$ cat src/rtl/minos_pkg.sv
// Shared types for the Minos load/store unit: access size codes, FSM states, alignment helper.
package minos_pkg;

  typedef enum logic [1:0] {
    SZ_B = 2'b00,
    SZ_H = 2'b01,
    SZ_W = 2'b10,
    SZ_R = 2'b11
  } size_t;

  typedef enum logic [1:0] {
    IDLE = 2'b00,
    BUSY = 2'b01,
    DONE = 2'b10
  } lsu_state_t;

  // Reserved size behaves as a word access.
  function automatic logic misaligned(input logic [1:0] size, input logic [1:0] off);
    case (size)
      SZ_B:    misaligned = 1'b0;
      SZ_H:    misaligned = off[0];
      default: misaligned = (off != 2'b00);
    endcase
  endfunction

endpackage

$ cat src/rtl/lsu_bus_ctrl_if.sv
// Word-wide req/ack data memory bus between the LSU (master) and data memory (slave).
interface lsu_bus_ctrl_if;
  logic        req;
  logic        we;
  logic [31:0] addr;
  logic [3:0]  be;
  logic [31:0] wdata;
  logic        ack;
  logic [31:0] rdata;

  modport master (output req, we, addr, be, wdata, input ack, rdata);
  modport slave  (input req, we, addr, be, wdata, output ack, rdata);
endinterface

$ cat src/rtl/lsu_bus_ctrl_lane_align.sv
// Combinational byte-lane steering: size/offset -> byte enables, store data replication,
// load lane select with sign or zero extension.
module lsu_lane_align
  import minos_pkg::*;
(
  input  logic [1:0]  size,
  input  logic [1:0]  off,
  input  logic        ls,
  input  logic [31:0] wdata,
  input  logic [31:0] rdata,
  output logic [3:0]  be,
  output logic [31:0] wdata_rep,
  output logic [31:0] rdata_ext
);

  logic [31:0] rsh;
  logic [15:0] hsel;

  always_comb begin
    rsh       = rdata >> {off, 3'b000};
    hsel      = off[1] ? rdata[31:16] : rdata[15:0];
    be        = 4'b1111;
    wdata_rep = wdata;
    rdata_ext = rdata;
    case (size)
      SZ_B: begin
        be        = 4'b0001 << off;
        wdata_rep = {4{wdata[7:0]}};
        rdata_ext = {{24{ls & rsh[7]}}, rsh[7:0]};
      end
      SZ_H: begin
        // Halfword lane picked by off[1] alone; off[0] is a don't-care here.
        be        = off[1] ? 4'b1100 : 4'b0011;
        wdata_rep = {2{wdata[15:0]}};
        rdata_ext = {{16{ls & hsel[15]}}, hsel};
      end
      default: ;
    endcase
  end

endmodule

$ cat src/rtl/lsu_bus_ctrl.sv
// Load/store bus sequencer: one bus transaction per core memory op with ack timeout.
// Optional MINOS_LSU_MISALIGN_TRAP_EN: misaligned half/word ops error out without touching the bus.
module lsu_bus_ctrl
  import minos_pkg::*;
#(
  parameter int TIMEOUT_W = 8
) (
  input  logic          clk,
  input  logic          rst,
  input  logic          cpu_req,
  input  logic          cpu_we,
  input  logic [1:0]    cpu_size,
  input  logic          cpu_ls,
  input  logic [31:0]   cpu_addr,
  input  logic [31:0]   cpu_wdata,
  output logic [31:0]   cpu_rdata,
  output logic          cpu_stall,
  output logic          cpu_err,
  lsu_bus_ctrl_if.master bus
);

  // Timeout fires on the cycle the timer would reach all-ones.
  localparam logic [TIMEOUT_W-1:0] TLAST = {{(TIMEOUT_W-1){1'b1}}, 1'b0};

  lsu_state_t           state, nxt;
  logic [TIMEOUT_W-1:0] timer;
  logic [1:0]           size_q, off_q;
  logic                 ls_q, err_q, mis, timeout;
  logic [3:0]           al_be;
  logic [31:0]          al_wdata, al_rdata;

`ifdef MINOS_LSU_MISALIGN_TRAP_EN
  assign mis = misaligned(cpu_size, cpu_addr[1:0]);
`else
  assign mis = 1'b0;
`endif

  assign timeout = (timer == TLAST);

  // IDLE steers the incoming op for enables/wdata; BUSY steers the latched op for load data.
  lsu_lane_align u_align (
    .size      ((state == IDLE) ? cpu_size : size_q),
    .off       ((state == IDLE) ? cpu_addr[1:0] : off_q),
    .ls        (ls_q),
    .wdata     (cpu_wdata),
    .rdata     (bus.rdata),
    .be        (al_be),
    .wdata_rep (al_wdata),
    .rdata_ext (al_rdata)
  );

  always_ff @(posedge clk or posedge rst) begin
    if (rst) state <= IDLE;
    else     state <= nxt;
  end

  always_comb begin
    nxt = state;
    case (state)
      IDLE:    if (cpu_req) nxt = mis ? DONE : BUSY;
      BUSY:    if (bus.ack || timeout) nxt = DONE;
      DONE:    nxt = IDLE;
      default: nxt = IDLE;
    endcase
  end

  always_comb begin
    cpu_stall = cpu_req & (state != DONE);
    cpu_err   = (state == DONE) & err_q;
  end

  always_ff @(posedge clk or posedge rst) begin
    if (rst) begin
      bus.req   <= 1'b0;
      bus.we    <= 1'b0;
      bus.addr  <= '0;
      bus.be    <= '0;
      bus.wdata <= '0;
      cpu_rdata <= '0;
      err_q     <= 1'b0;
      timer     <= '0;
      size_q    <= '0;
      off_q     <= '0;
      ls_q      <= 1'b0;
    end else begin
      case (state)
        IDLE: begin
          err_q <= 1'b0;
          if (cpu_req && mis) begin
            cpu_rdata <= '0;
            err_q     <= 1'b1;
          end else if (cpu_req) begin
            bus.req   <= 1'b1;
            bus.we    <= cpu_we;
            bus.addr  <= {cpu_addr[31:2], 2'b00};
            bus.be    <= al_be;
            bus.wdata <= al_wdata;
            size_q    <= cpu_size;
            off_q     <= cpu_addr[1:0];
            ls_q      <= cpu_ls;
            timer     <= '0;
          end
        end
        BUSY: begin
          // A late ack still beats the timeout in the same cycle.
          if (bus.ack) begin
            bus.req   <= 1'b0;
            cpu_rdata <= al_rdata;
          end else if (timeout) begin
            bus.req   <= 1'b0;
            cpu_rdata <= '0;
            err_q     <= 1'b1;
            timer     <= timer + 1'b1;
          end else begin
            timer <= timer + 1'b1;
          end
        end
        default: ;
      endcase
    end
  end

endmodule
$ cat src/flat_wrapper.sv
// flat-port wrapper written by rule: the top's interface ports become plain ports
module lsu_bus_ctrl_flat import minos_pkg::*;
#(
  parameter int TIMEOUT_W = 8
)
  (clk, rst, cpu_req, cpu_we, cpu_size, cpu_ls, cpu_addr, cpu_wdata, cpu_rdata, cpu_stall, cpu_err, bus_req, bus_we, bus_addr, bus_be, bus_wdata, bus_ack, bus_rdata);
  lsu_bus_ctrl_if bus_i ();
  input  logic clk;
  input  logic rst;
  input  logic cpu_req;
  input  logic cpu_we;
  input  logic [1:0] cpu_size;
  input  logic cpu_ls;
  input  logic [31:0] cpu_addr;
  input  logic [31:0] cpu_wdata;
  output logic [31:0] cpu_rdata;
  output logic cpu_stall;
  output logic cpu_err;
  output wire logic [$bits(bus_i.req)-1:0] bus_req;
  output wire logic [$bits(bus_i.we)-1:0] bus_we;
  output wire logic [$bits(bus_i.addr)-1:0] bus_addr;
  output wire logic [$bits(bus_i.be)-1:0] bus_be;
  output wire logic [$bits(bus_i.wdata)-1:0] bus_wdata;
  input wire logic [$bits(bus_i.ack)-1:0] bus_ack;
  input wire logic [$bits(bus_i.rdata)-1:0] bus_rdata;
  assign bus_req = bus_i.req;
  assign bus_we = bus_i.we;
  assign bus_addr = bus_i.addr;
  assign bus_be = bus_i.be;
  assign bus_wdata = bus_i.wdata;
  assign bus_i.ack = bus_ack;
  assign bus_i.rdata = bus_rdata;
  lsu_bus_ctrl #(.TIMEOUT_W(TIMEOUT_W)) u_core (.clk(clk), .rst(rst), .cpu_req(cpu_req), .cpu_we(cpu_we), .cpu_size(cpu_size), .cpu_ls(cpu_ls), .cpu_addr(cpu_addr), .cpu_wdata(cpu_wdata), .cpu_rdata(cpu_rdata), .cpu_stall(cpu_stall), .cpu_err(cpu_err), .bus(bus_i));
endmodule
$ cat config.mk
export PLATFORM = sky130hd
export DESIGN_NAME = lsu_bus_ctrl_flat
export DESIGN_NICKNAME = d
export VERILOG_FILES = /design/src/rtl/minos_pkg.sv /design/src/rtl/lsu_bus_ctrl_if.sv /design/src/rtl/lsu_bus_ctrl_lane_align.sv /design/src/rtl/lsu_bus_ctrl.sv /design/src/flat_wrapper.sv
export SDC_FILE = /design/constraint.sdc
export NUM_CORES = 1
export LEC_CHECK = 0
export CAP_MARGIN = 30
export CORE_MARGIN = 2
export CORE_UTILIZATION = 35
export CTS_CLUSTER_SIZE = 24
export DETAILED_ROUTE_END_ITERATION = 8
export GPL_ROUTABILITY_DRIVEN = 0
export GPL_TIMING_DRIVEN = 0
export PLACE_DENSITY = 0.72
export SYNTH_ARGS = -nofsm -noshare
export SYNTH_HDL_FRONTEND = slang
export SYNTH_SLANG_ARGS = --single-unit
$ cat constraint.sdc
create_clock -name clk -period 10.4 [get_ports clk]
set_input_delay 2.08 -clock clk [delete_from_list [all_inputs] [get_ports clk]]
set_output_delay 2.08 -clock clk [all_outputs]
set_load 0.005 [all_outputs]
# Word level (Yosys, flattened, before mapping)

Cells that the tools add are included.

Register bits after elaboration: 116
Word-level logic and storage cells: 62
Input bits: 104
Output and inout port bits: 104

Add/sub/neg operators: 1
Multiplexer cells: 22
Shift operators: 2
Reductions and logical operators: 11
Eq/ne operators: 10
Bitwise operators: 4

Operators with widths:

| operator              | number |
|---|---|
| $pmux W32 S2          | 2 |
| $mux W32              | 2 |
| $shr A32 B5 Y8        | 1 |
| $mux W16              | 1 |
| $mux W8               | 2 |
| $pmux W8 S2           | 1 |
| $reduce_and A3 Y1     | 3 |
| $add A8 B1 Y8 const B | 1 |
| $eq A8 B8 Y1 const B  | 1 |
| $mux W2               | 4 |
| $pmux W4 S2           | 1 |
| $ne A2 B2 Y1 const B  | 3 |
| $reduce_and A2 Y1     | 3 |
| $mux W1               | 5 |
| $and A1 B1 Y1         | 4 |
| $eq A2 B1 Y1 const B  | 2 |
| $logic_not A2 Y1      | 2 |
| $mux W4               | 1 |
| $ne A2 B1 Y1 const B  | 2 |
| $pmux W1 S2           | 2 |
| $pmux W2 S2           | 1 |
| $reduce_bool A2 Y1    | 2 |
| $shl A1 B2 Y4 const A | 1 |
| $ne A3 B2 Y1 const B  | 1 |
| 2 further kinds       | 2 |

# Depth between registers and ports, before layout

Gate-level depths: netlist of the first run.

Depth after elaboration: 6
Depth in mapped cells: 9
Depth with buffers taken out: 7

# Cells and area by module

From an unflattened synthesis of the first run, not the netlist that was laid out.

Cell total of the unflattened synthesis: 700
Area, all modules: 6,059.6 um2

Modules (own cells, without submodules):

| module         | area each (um2) | times used | cells an instance | sequential area each (um2) |
|---|---|---|---|---|
| lsu_bus_ctrl   | 4,858.4         | 1          | 524               | 2,902.8 |
| lsu_lane_align | 1,201.2         | 1          | 176               | 0.0 |

# Worst setup path after synthesis of the first run

Ideal clock, no wire load.

Path kind: input to output
Start: input port cpu_req
End: output port cpu_stall
Slack: 6.045 ns
Required time: 8.320 ns
Cell stages on the path: 1
Data arrival time: 2.275 ns
Path through: a21boi_0

Cells in the longest elaborated chain, start to end: 1

RTL lines:

| element         | RTL line           | text |
|---|---|---|
| start, declared | flat_wrapper.sv:10 | `input logic cpu_req;` |
| $and A1 B1 Y1   | lsu_bus_ctrl.sv:68 | `cpu_stall = cpu_req & (state != DONE);` |
| end, declared   | flat_wrapper.sv:17 | `output logic cpu_stall;` |

Every way passes these cells.

# Worst setup path after layout of the first run

Same ends and word-level chain as after synthesis.

==> results.toml, run 1 <==
[run_status]
outcome = "completed"

[synth]
synth.distinct_cells = 44
synth-async-reset-ratio_pct = 100
synth_area_leaders = "dfrtp_1 (53%), nand2_1 (12%), a221oi_1 (5.1%)"
synth_seq_cells = 116
synthFlopType = "dfrtp_1"
synth_top_area_share_pct = 52.6
synth_area_per_cell_um2 = 9.19
synth_enable_flop_cells = 0
synthMostInstantiatedCell = "nand2_1"
synth_area_leader_cell = "dfrtp_1"
synthTopCellsByCount = "nand2_1 (170), dfrtp_1 (116), o21ai_0 (40)"
synth_area_mm2 = 0.00552
yosys_warnings = 0
ys_seq_area_share_pct = 52.6
synth_cells = 601

[grt]
grt_pass1_wl_mm = 28.8
antenna_found_initial = 0
grt_use_total_pct = 22.6
grt_pass1_vias = 5123
gr-total-overflow = 0
grt_max_degree = 65

[clocking]
cts_buffers = 17
cts_tree = "done"
postCtsHoldBufs = 0
cts_num_sinks = 116
post-cts-setup-buffer-count = 0
path_clk_slew_ns = 0.05
h-tree-depth = 4
cts_max_path_buffers = 2
cts_root_buf = "clkbuf_16"
cts_resized = 0
insertion_delay_ns = 0.42

[route]
ant_nets = 0
drt_first_iter_violations = 515
wl_per_cell_um = 17.9
avgViaCountPerCell = 5.13
wirelength_mm = 18.9
drcViolationCount = 0
vias = 5393
drtPass1Iterations = 4

[sta]
setup_ws_ns = 4.94
rsz0062_at_grt = "false"
hold_viol = 0
fin_worst_skew_ns = 0.00732
hold_ws_ns = 0.473
min_period_ns = 5.46
max_freq_mhz = 183
tns_ns = 0
setup_viol = 0
slew_viol_final = 0
tightest_slew_ns = 0.765
finalCritPeriodShare_pct = 52.5
slew_headroom_pct = 47.6

[floorplanning]
rows = 45
die_x_um = 130
die_y_um = 130
io_pins = 208
start_util_pct = 36.1
core_area_mm2 = 0.0153
dieArea_mm2 = 0.0168

[power]
pwr_density_cell_mw_per_mm2 = 269
peakVddDrop_mv = 0.151
power_leakage_nw = 3.82
power_mw = 2.29

[placement]
pre_cts_slack_ns = 4.94
dp_cells = 1019
place_area_mm2 = 0.00787
hpwlAfterDp_mm = 13.7
port_buffers = 205

[layout]
fillers = 1402
design_area_mm2 = 0.00850
drive_above_1_share_pct = 6.55
final_util_pct = 55.5
fin_cells = 1051
layout.nets = 933
antenna_cells = 0
area_growth_syn_to_layout_pct = 54.0

[min_path]
hold_class = "reg -> reg"
holdPathEnd = "u_core.bus.addr[4]"
whs_path_depth = 2
hold_start = "u_core.bus.addr[4]"

[setup_path]
reg2reg_from = "u_core.state[1]"
r2r_slack_ns = 7.71
r2r_end = "u_core.bus.wdata[24]"
critPathKind = "in -> out"
critPathMostFrequentCell = "clkdlybuf4s50_1"
cp_cell_sequence = "clkdlybuf4s50_1, a21boi_0, clkdlybuf4s50_1"
worstPathMaxFanout = 4
cp.required_ns = 8.32
crit_slowest_cell = "clkdlybuf4s50_1"
reg2reg_depth = 8
worst_setup_path_end_kind = "primary output"
critPathMaxStageDelay_ns = 0.55
crit_arrival_ns = 3.38
crit_path_start_kind = "input pin"

[flow_run]
cap_violations = 0
[kinds of logic (layout without fill, tap and decap cells)]
kind of cell	after synthesis	in the layout	synth area share, %
xor gates and xnor gates	6	6	0.952
and+or+nand+nor	243	243	18.1
muxes	29	29	5.33
other	1	2	0.0679
buffers and inverters	49	287	4.03
adders and majority gates	2	2	0.453
AOI/OAI and AO/OA	155	155	18.5
DFF	116	116	52.6
[worst max-delay path by stage]
stage,start,slack [ns],end
6_report,cpu_req,4.94,cpu_stall
5_1_grt,cpu_req,4.79,cpu_stall
4_1_cts,cpu_req,4.94,cpu_stall
3_5_place_dp,cpu_req,4.94,cpu_stall
3_3_place_gp,rst,3.37,u_core.cpu_rdata[16]
2_1_floorplan,rst,5.25,u_core.bus.addr[10]
[cells in the final DEF (no fill, tap or decap), types with 3 or more instances in the layout]
cell / n
mux2_2: 3
buf_2: 7
nand2_1: 170
o21ai_0: 40
nand4_1: 5
nand3_1: 12
nor3_1: 8
a21o_1: 9
clkbuf_1: 26
inv_1: 5
bufinv_16: 4
nor2_1: 32
clkbuf_16: 17
and3_1: 4
buf_1: 5
inv_6: 4
a22oi_1: 7
clkinvlp_4: 4
a31oi_1: 9
buf_6: 3
a22o_1: 7
mux2i_1: 26
o21bai_1: 3
xor2_1: 6
a21oi_1: 37
clkdlybuf4s50_1: 205
dfrtp_1: 116
a221oi_1: 32
[sequential cells by signal, summed over array words and instances (netlist names)]
name and cells:
u_core.size_q 2, u_core.err_q 1, u_core.bus.be 4, u_core.bus.wdata 32, u_core.off_q 2, u_core.ls_q 1
u_core.bus.we 1, u_core.timer 8, u_core.bus.req 1, u_core.bus.addr 30, u_core.cpu_rdata 32, u_core.state 2
[metal layers]
metal / up-vias / routed length (um) / GRT usage, %
met1: 2574 / 8210 / 30.5
met3: 33 / 1200 / 6.28
li1: 2562 / - / -
met5: - / 0 / 0
met4: 0 / 452 / 7.72
met2: 224 / 8980 / 35.1
[final cells by class]
| type | count | area (um^2) | share of cell area, % |
|---|---|---|---|
| plain buffers | 43 | 200 | 2.35 |
| clock buffers | 17 | 425 | 5.00 |
| clock inverters | 15 | 204 | 2.40 |
| inverters | 6 | 27.5 | 0.324 |
| multi-input cells | 437 | 2400 | 28.2 |
| flip-flops and latches | 116 | 2900 | 34.1 |
| well taps | 211 | 264 | 3.10 |
| repair buffers | 206 | 2080 | 24.5 |
[worst max-delay path, delay by kind of cell]
| kind | cells | cell delay, ns |
|---|---|---|
| AOI/OAI and AO/OA | 1 | 0.22 |
| buffers and inverters | 2 | 1.08 |
[report_power, final]
group	internal, mW	total (mW)	switching, mW	leakage, nW
sequential	0.625	0.734	0.109	1.46
combinational	0.492	0.929	0.436	2.06
clock	0.402	0.627	0.225	0.296
No activity file was read; power rests on OpenSTA's default activity.
==> run 2: changes to the inputs <==
- PLACE_DENSITY: 0.72 -> 0.74
- clock period: 10.4 -> 4.68 ns (I/O delays scaled with it)
==> run 2 against run 1 <==
Compared with the run above:
- sequential share of layout area is the same
- combinational power is 120% higher
- register-to-register slack lost 5.8 ns
- non-clock buffer count unchanged
- setup slack got worse by 3.4 ns
- highest routed layer unchanged
- wire length is 1.2% lower
- count of clock-buffer cells in the layout rose by 7
- die area did not move
- largest cell class unchanged
- first-iteration DRC count fell by 1.2%
- clock power is 120% higher
- cell count did not move
- largest power group unchanged
- worst hold slack got worse by 0.0021 ns
==> results.toml, run 2 (same netlist as run 1, synthesis figures left out) <==
[layout]
area_growth_syn_to_layout_pct = 54.0
layout_commonest_cell = "clkdlybuf4s50_1"
design_area_mm2 = 0.00850
reg_top3 = "u_core.bus.wdata (32), u_core.cpu_rdata (32), u_core.bus.addr (30)"
final_cell_mix = "clkdlybuf4s50_1 (205), nand2_1 (170), dfrtp_1 (116), o21ai_0 (40), a21oi_1 (37)"
fillers = 1406
drive_above_1_share_pct = 6.07
layout.nets = 933
ff_latch_area_mm2 = 0.00290
multiInputGateArea_mm2 = 0.00240
antenna_cells = 0
final_util_pct = 55.5

[setup_path]
cp.required_ns = 3.74
critPathKind = "in -> out"
r2r_slack_ns = 1.94
critPathMaxStageDelay_ns = 0.55
crit_slowest_cell = "clkdlybuf4s50_1"
crit_path_start_kind = "input pin"
r2r_end = "u_core.bus.wdata[31]"
reg2reg_depth = 8
reg2reg_from = "u_core.state[1]"
crit_arrival_ns = 2.22
worstPathMaxFanout = 4
worst_setup_path_end_kind = "primary output"
critPathMostFrequentCell = "clkdlybuf4s50_1"
cp_cell_sequence = "clkdlybuf4s50_1, a21boi_0, clkdlybuf4s50_1"

[floorplanning]
io_pins = 208
start_util_pct = 36.1
rows = 45
die_y_um = 130
die_x_um = 130
core_area_mm2 = 0.0153
dieArea_mm2 = 0.0168

[route]
wirelength_mm = 18.6
vias = 5413
drcViolationCount = 0
ant_nets = 0
avgViaCountPerCell = 5.15
wl_per_cell_um = 17.7
drtPass1Iterations = 5
drt_first_iter_violations = 509

[placement]
place_area_mm2 = 0.00787
pre_cts_slack_ns = 1.42
port_buffers = 205
hpwlAfterDp_mm = 13.7

[power]
power_leakage_nw = 3.82
p_switching_mw = 1.65
pwr-share-comb_pct = 40.6
pwr_density_cell_mw_per_mm2 = 596
p_seq_share_pct = 32.2
switching_share_pct = 32.6
pwr-share-clk_pct = 27.2
p_int_mw = 3.42
peakVddDrop_mv = 0.304

[sta]
min_period_ns = 3.15
slew_viol_final = 0
slew_headroom_pct = 42.3
hold_viol = 0
setup_ws_ns = 1.53
tightest_slew_ns = 0.842
setup_viol = 0
tns_ns = 0
finalCritPeriodShare_pct = 67.4
max_freq_mhz = 317
fin_worst_skew_ns = 0.00731
rsz0062_at_grt = "false"

[clocking]
post-cts-setup-buffer-count = 0
h-tree-depth = 4
cts_tree = "done"
cts_root_buf = "clkbuf_16"
postCtsHoldBufs = 0
insertion_delay_ns = 0.41
cts_resized = 0
path_clk_slew_ns = 0.05
cts_num_sinks = 116
cts_max_path_buffers = 2
cts_buffers = 17

[grt]
gr-total-overflow = 0
grt_use_total_pct = 22.4
grt_pass1_wl_mm = 28.6
grt_pass1_vias = 5200
grt_max_degree = 65
antenna_found_initial = 0

[min_path]
whs_path_depth = 2
holdPathEnd = "u_core.bus.addr[10]"
hold_start = "u_core.bus.addr[10]"
hold_class = "reg -> reg"

[flow_run]
cap_violations = 0

[run_status]
outcome = "completed"
-- run 2: cell count changes in the layout (fill, tap and decap cells not counted) --
| cell | previous run | this run |
|---|---|---|
| clkbuf_1 | 26 | 30 |
| clkbuf_8 | 0 | 3 |
| clkinv_2 | 2 | 1 |
| clkinv_4 | 2 | 0 |
| clkinvlp_4 | 4 | 3 |
| inv_6 | 4 | 1 |
-- run 2: layer usage --
metal  track usage (%)  vias to the layer above  share of wire (%)
met5                 0                        -                  0
met4              9.87                        0                2.7
met3              5.08                       38                6.5
met2              34.7                      208                 48
met1              30.3                     2608                 43
li1                  -                     2559                  -
-- run 2: cell type report --
class | instances | area share (%)
multi-input combinational | 437 | 28.2
buffer | 43 | 2.35
timing repair buffer | 206 | 24.5
tap | 211 | 3.10
clock inverter | 8 | 1.74
inverter | 6 | 0.324
clock buffer | 24 | 5.67
sequential | 116 | 34.1
-- run 2: power groups by stage --
| stage | registers [mW] | logic (mW) | clock network (mW) |
|---|---|---|---|
| floorplan | 1.64 | 0.888 | 0 |
| CTS | 1.63 | 2.07 | 1.40 |
| finish | 1.63 | 2.06 | 1.38 |
| global placement | 1.62 | 2.03 | 0 |
| detailed placement | 1.64 | 2.06 | 0 |
| global route | 1.68 | 2.24 | 1.45 |
-- run 2: worst max path at each step --
stage / start / to / slack (ns) / cells past startpoint
2_1_floorplan: rst / u_core.bus.addr[10] / 0.67 / 1
3_3_place_gp: rst / u_core.cpu_rdata[26] / -1.21 / 2
3_5_place_dp: cpu_addr[1] / u_core.cpu_rdata[18] / 1.42 / 7
4_1_cts: cpu_req / cpu_stall / 1.50 / 3
5_1_grt: cpu_req / cpu_stall / 1.45 / 3
6_report: cpu_req / cpu_stall / 1.53 / 3
-- run 2: worst max-delay path, delay by kind of cell --
kind	cells	cell delay, ns
buffers and inverters	2	1.08
AO/OA/AOI/OAI	1	0.20
-- run 2: through the flow --
step	std cells	hold slack, ns	power [mW]
floorplan	602	0.456	2.53
global placement	1018	0.457	3.66
detailed placement	1019	0.462	3.70
CTS	1051	0.475	5.10
global route	1051	0.486	5.37
finish	1051	0.471	5.07
==> edit (flow settings as in run 2) <==
`TIMEOUT_W` is set to 8 in 2 places; all go to 6.
--- a/src/rtl/lsu_bus_ctrl.sv
+++ b/src/rtl/lsu_bus_ctrl.sv
@@ -3,7 +3,7 @@
 module lsu_bus_ctrl
   import minos_pkg::*;
 #(
-  parameter int TIMEOUT_W = 8
+  parameter int TIMEOUT_W = 6
 ) (
   input  logic          clk,
   input  logic          rst,
--- a/src/flat_wrapper.sv
+++ b/src/flat_wrapper.sv
@@ -1,7 +1,7 @@
 // flat-port wrapper written by rule: the top's interface ports become plain ports
 module lsu_bus_ctrl_flat import minos_pkg::*;
 #(
-  parameter int TIMEOUT_W = 8
+  parameter int TIMEOUT_W = 6
 )
   (clk, rst, cpu_req, cpu_we, cpu_size, cpu_ls, cpu_addr, cpu_wdata, cpu_rdata, cpu_stall, cpu_err, bus_req, bus_we, bus_addr, bus_be, bus_wdata, bus_ack, bus_rdata);
   lsu_bus_ctrl_if bus_i ();
Behaviour: same outputs for any inputs over 4 cycles, from zero or initial values and one cycle with rst high; that may be too few to reach the edited logic, so the function may still have changed.
==> edit against run 2 <==
Wire length is 6.3% lower. Critical path depth is 1 higher. Area after synthesis is 3.0% lower. Highest routed layer unchanged. Die area is 2.9% lower. Sequential cell count is 2 lower. Hold slack worse by 0.00076 ns. Power is 2.6% higher. Critical path type unchanged. Setup slack worse by 0.018 ns. Design area is 1.7% lower.
==> edit: results (changes against run 2) <==
| Metric | Reported | Delta |
| --- | --- | --- |
| Outcome | completed |  |
| Complex-gate fraction of the synthesized area | 17.7% | -0.72 points |
| Switch share | 31.6% | -1.0 points |
| Post-DR vias/cell | 5.03 | -2.3% |
| Buffer share of cell area | 27.3% | +0.48 points |
| Utilization after layout | 55.4% | -0.14 points |
| Instance area after placement | 7680 sq um | -2.4% |
| Fraction of layout instances using a drive strength above 1 | 8.12% | +2.0 points |
| Clock skew after layout | 0.00819 ns | +0.000880 ns |
| Sequential share of cell area | 34.1% | about the same |
| WL/cell | 17.4 microns | -1.6% |
| Reg-to-reg endpoint | u_core.cpu_rdata[7]$_DFFE_PP0P_ |  |
| Static leakage power | 3.74 nW | -2.0% |
| Met2 wire len | 7950 microns | -11% |
| Arrival time at the worst endpoint | 2.24 ns | +0.02 ns |
| Register area share after synthesis | 53.2% | +0.67 points |
| Share of final layout cell area taken by clock buffers and inverters | 8.09% | +0.68 points |
| Clock Power Share | 28.6% | +1.4 points |
| Smallest hold slack | 0.471 ns | -0.000757 ns |
| Top post-synthesis cells by area | dfrtp_1 (53%), nand2_1 (12%), o21ai_0 (6.0%), mux2i_1 (3.5%), a22oi_1 (2.2%) |  |
| Number of non-clock buffers | 245 | -1.6% |
| Adder-Cell Fraction of Synth Area | 0.467% | +0.014 points |
| Count of flip-flops and latches | 114 | -1.7% |
| Reg2reg setup slack | 2.14 ns | +0.20 ns |
| Number of unique standard cell types used by synthesis | 51 | +16% |
| Fin cells | 1,001 | -4.8% |
| Routed met3 length | 1460 microns | +20% |
| Cell internal pwr | 3.56 mW | +4.1% |
| Register-to-Register Path Depth | 6 | -2 |
| Wire length on met1 | 7590 microns | -5.0% |
| Post-layout net count | 906 | -2.9% |
| First-pass GRT wire length | 27,800 microns | -3.0% |
| Reg-to-reg critical path startpoint | u_core.state[0]$_DFFE_PP0P_ |  |
| Hold path startpoint | u_core.bus.addr[23]$_DFFE_PP0P_ |  |
| DPL Wire Length | 12,900 microns | -6.2% |
| Fill cell instance count of the final layout | 1,344 | -4.4% |
[edit: changes by cell type after synthesis, moves of 9 or more]
cell,run 2,this run
a21oi_1,37,5
a221oi_1,32,0
o21ai_0,40,64
a22oi_1,7,16
o21a_1,1,10
[edit: kinds of logic after synthesis]
| kind of cell | after synthesis |
|---|---|
| compound gates | 148 |
| xor+xnor | 4 |
| fa+ha+maj | 2 |
| buf+inv | 49 |
| flops | 114 |
| mux | 30 |
| other cells | 1 |
| simple gates | 226 |
[edit: worst max path at each step]
stage | start | to | slack (ns)
after floorplan | rst | u_core.bus.addr[10]$_DFFE_PP0P_ | 0.73
after global placement | rst | u_core.bus.addr[9]$_DFFE_PP0P_ | -1.20
after detailed placement | cpu_req | cpu_stall | 1.52
after CTS | cpu_req | cpu_stall | 1.51
after global routing | cpu_req | cpu_stall | 1.46
final | cpu_req | cpu_stall | 1.51
[edit: per-layer routing]
metal	track usage [%]	up-vias
met2	34.1	195
met3	7.68	32
met1	29.0	2385
li1	-	2423
met4	8.60	0
met5	0	-
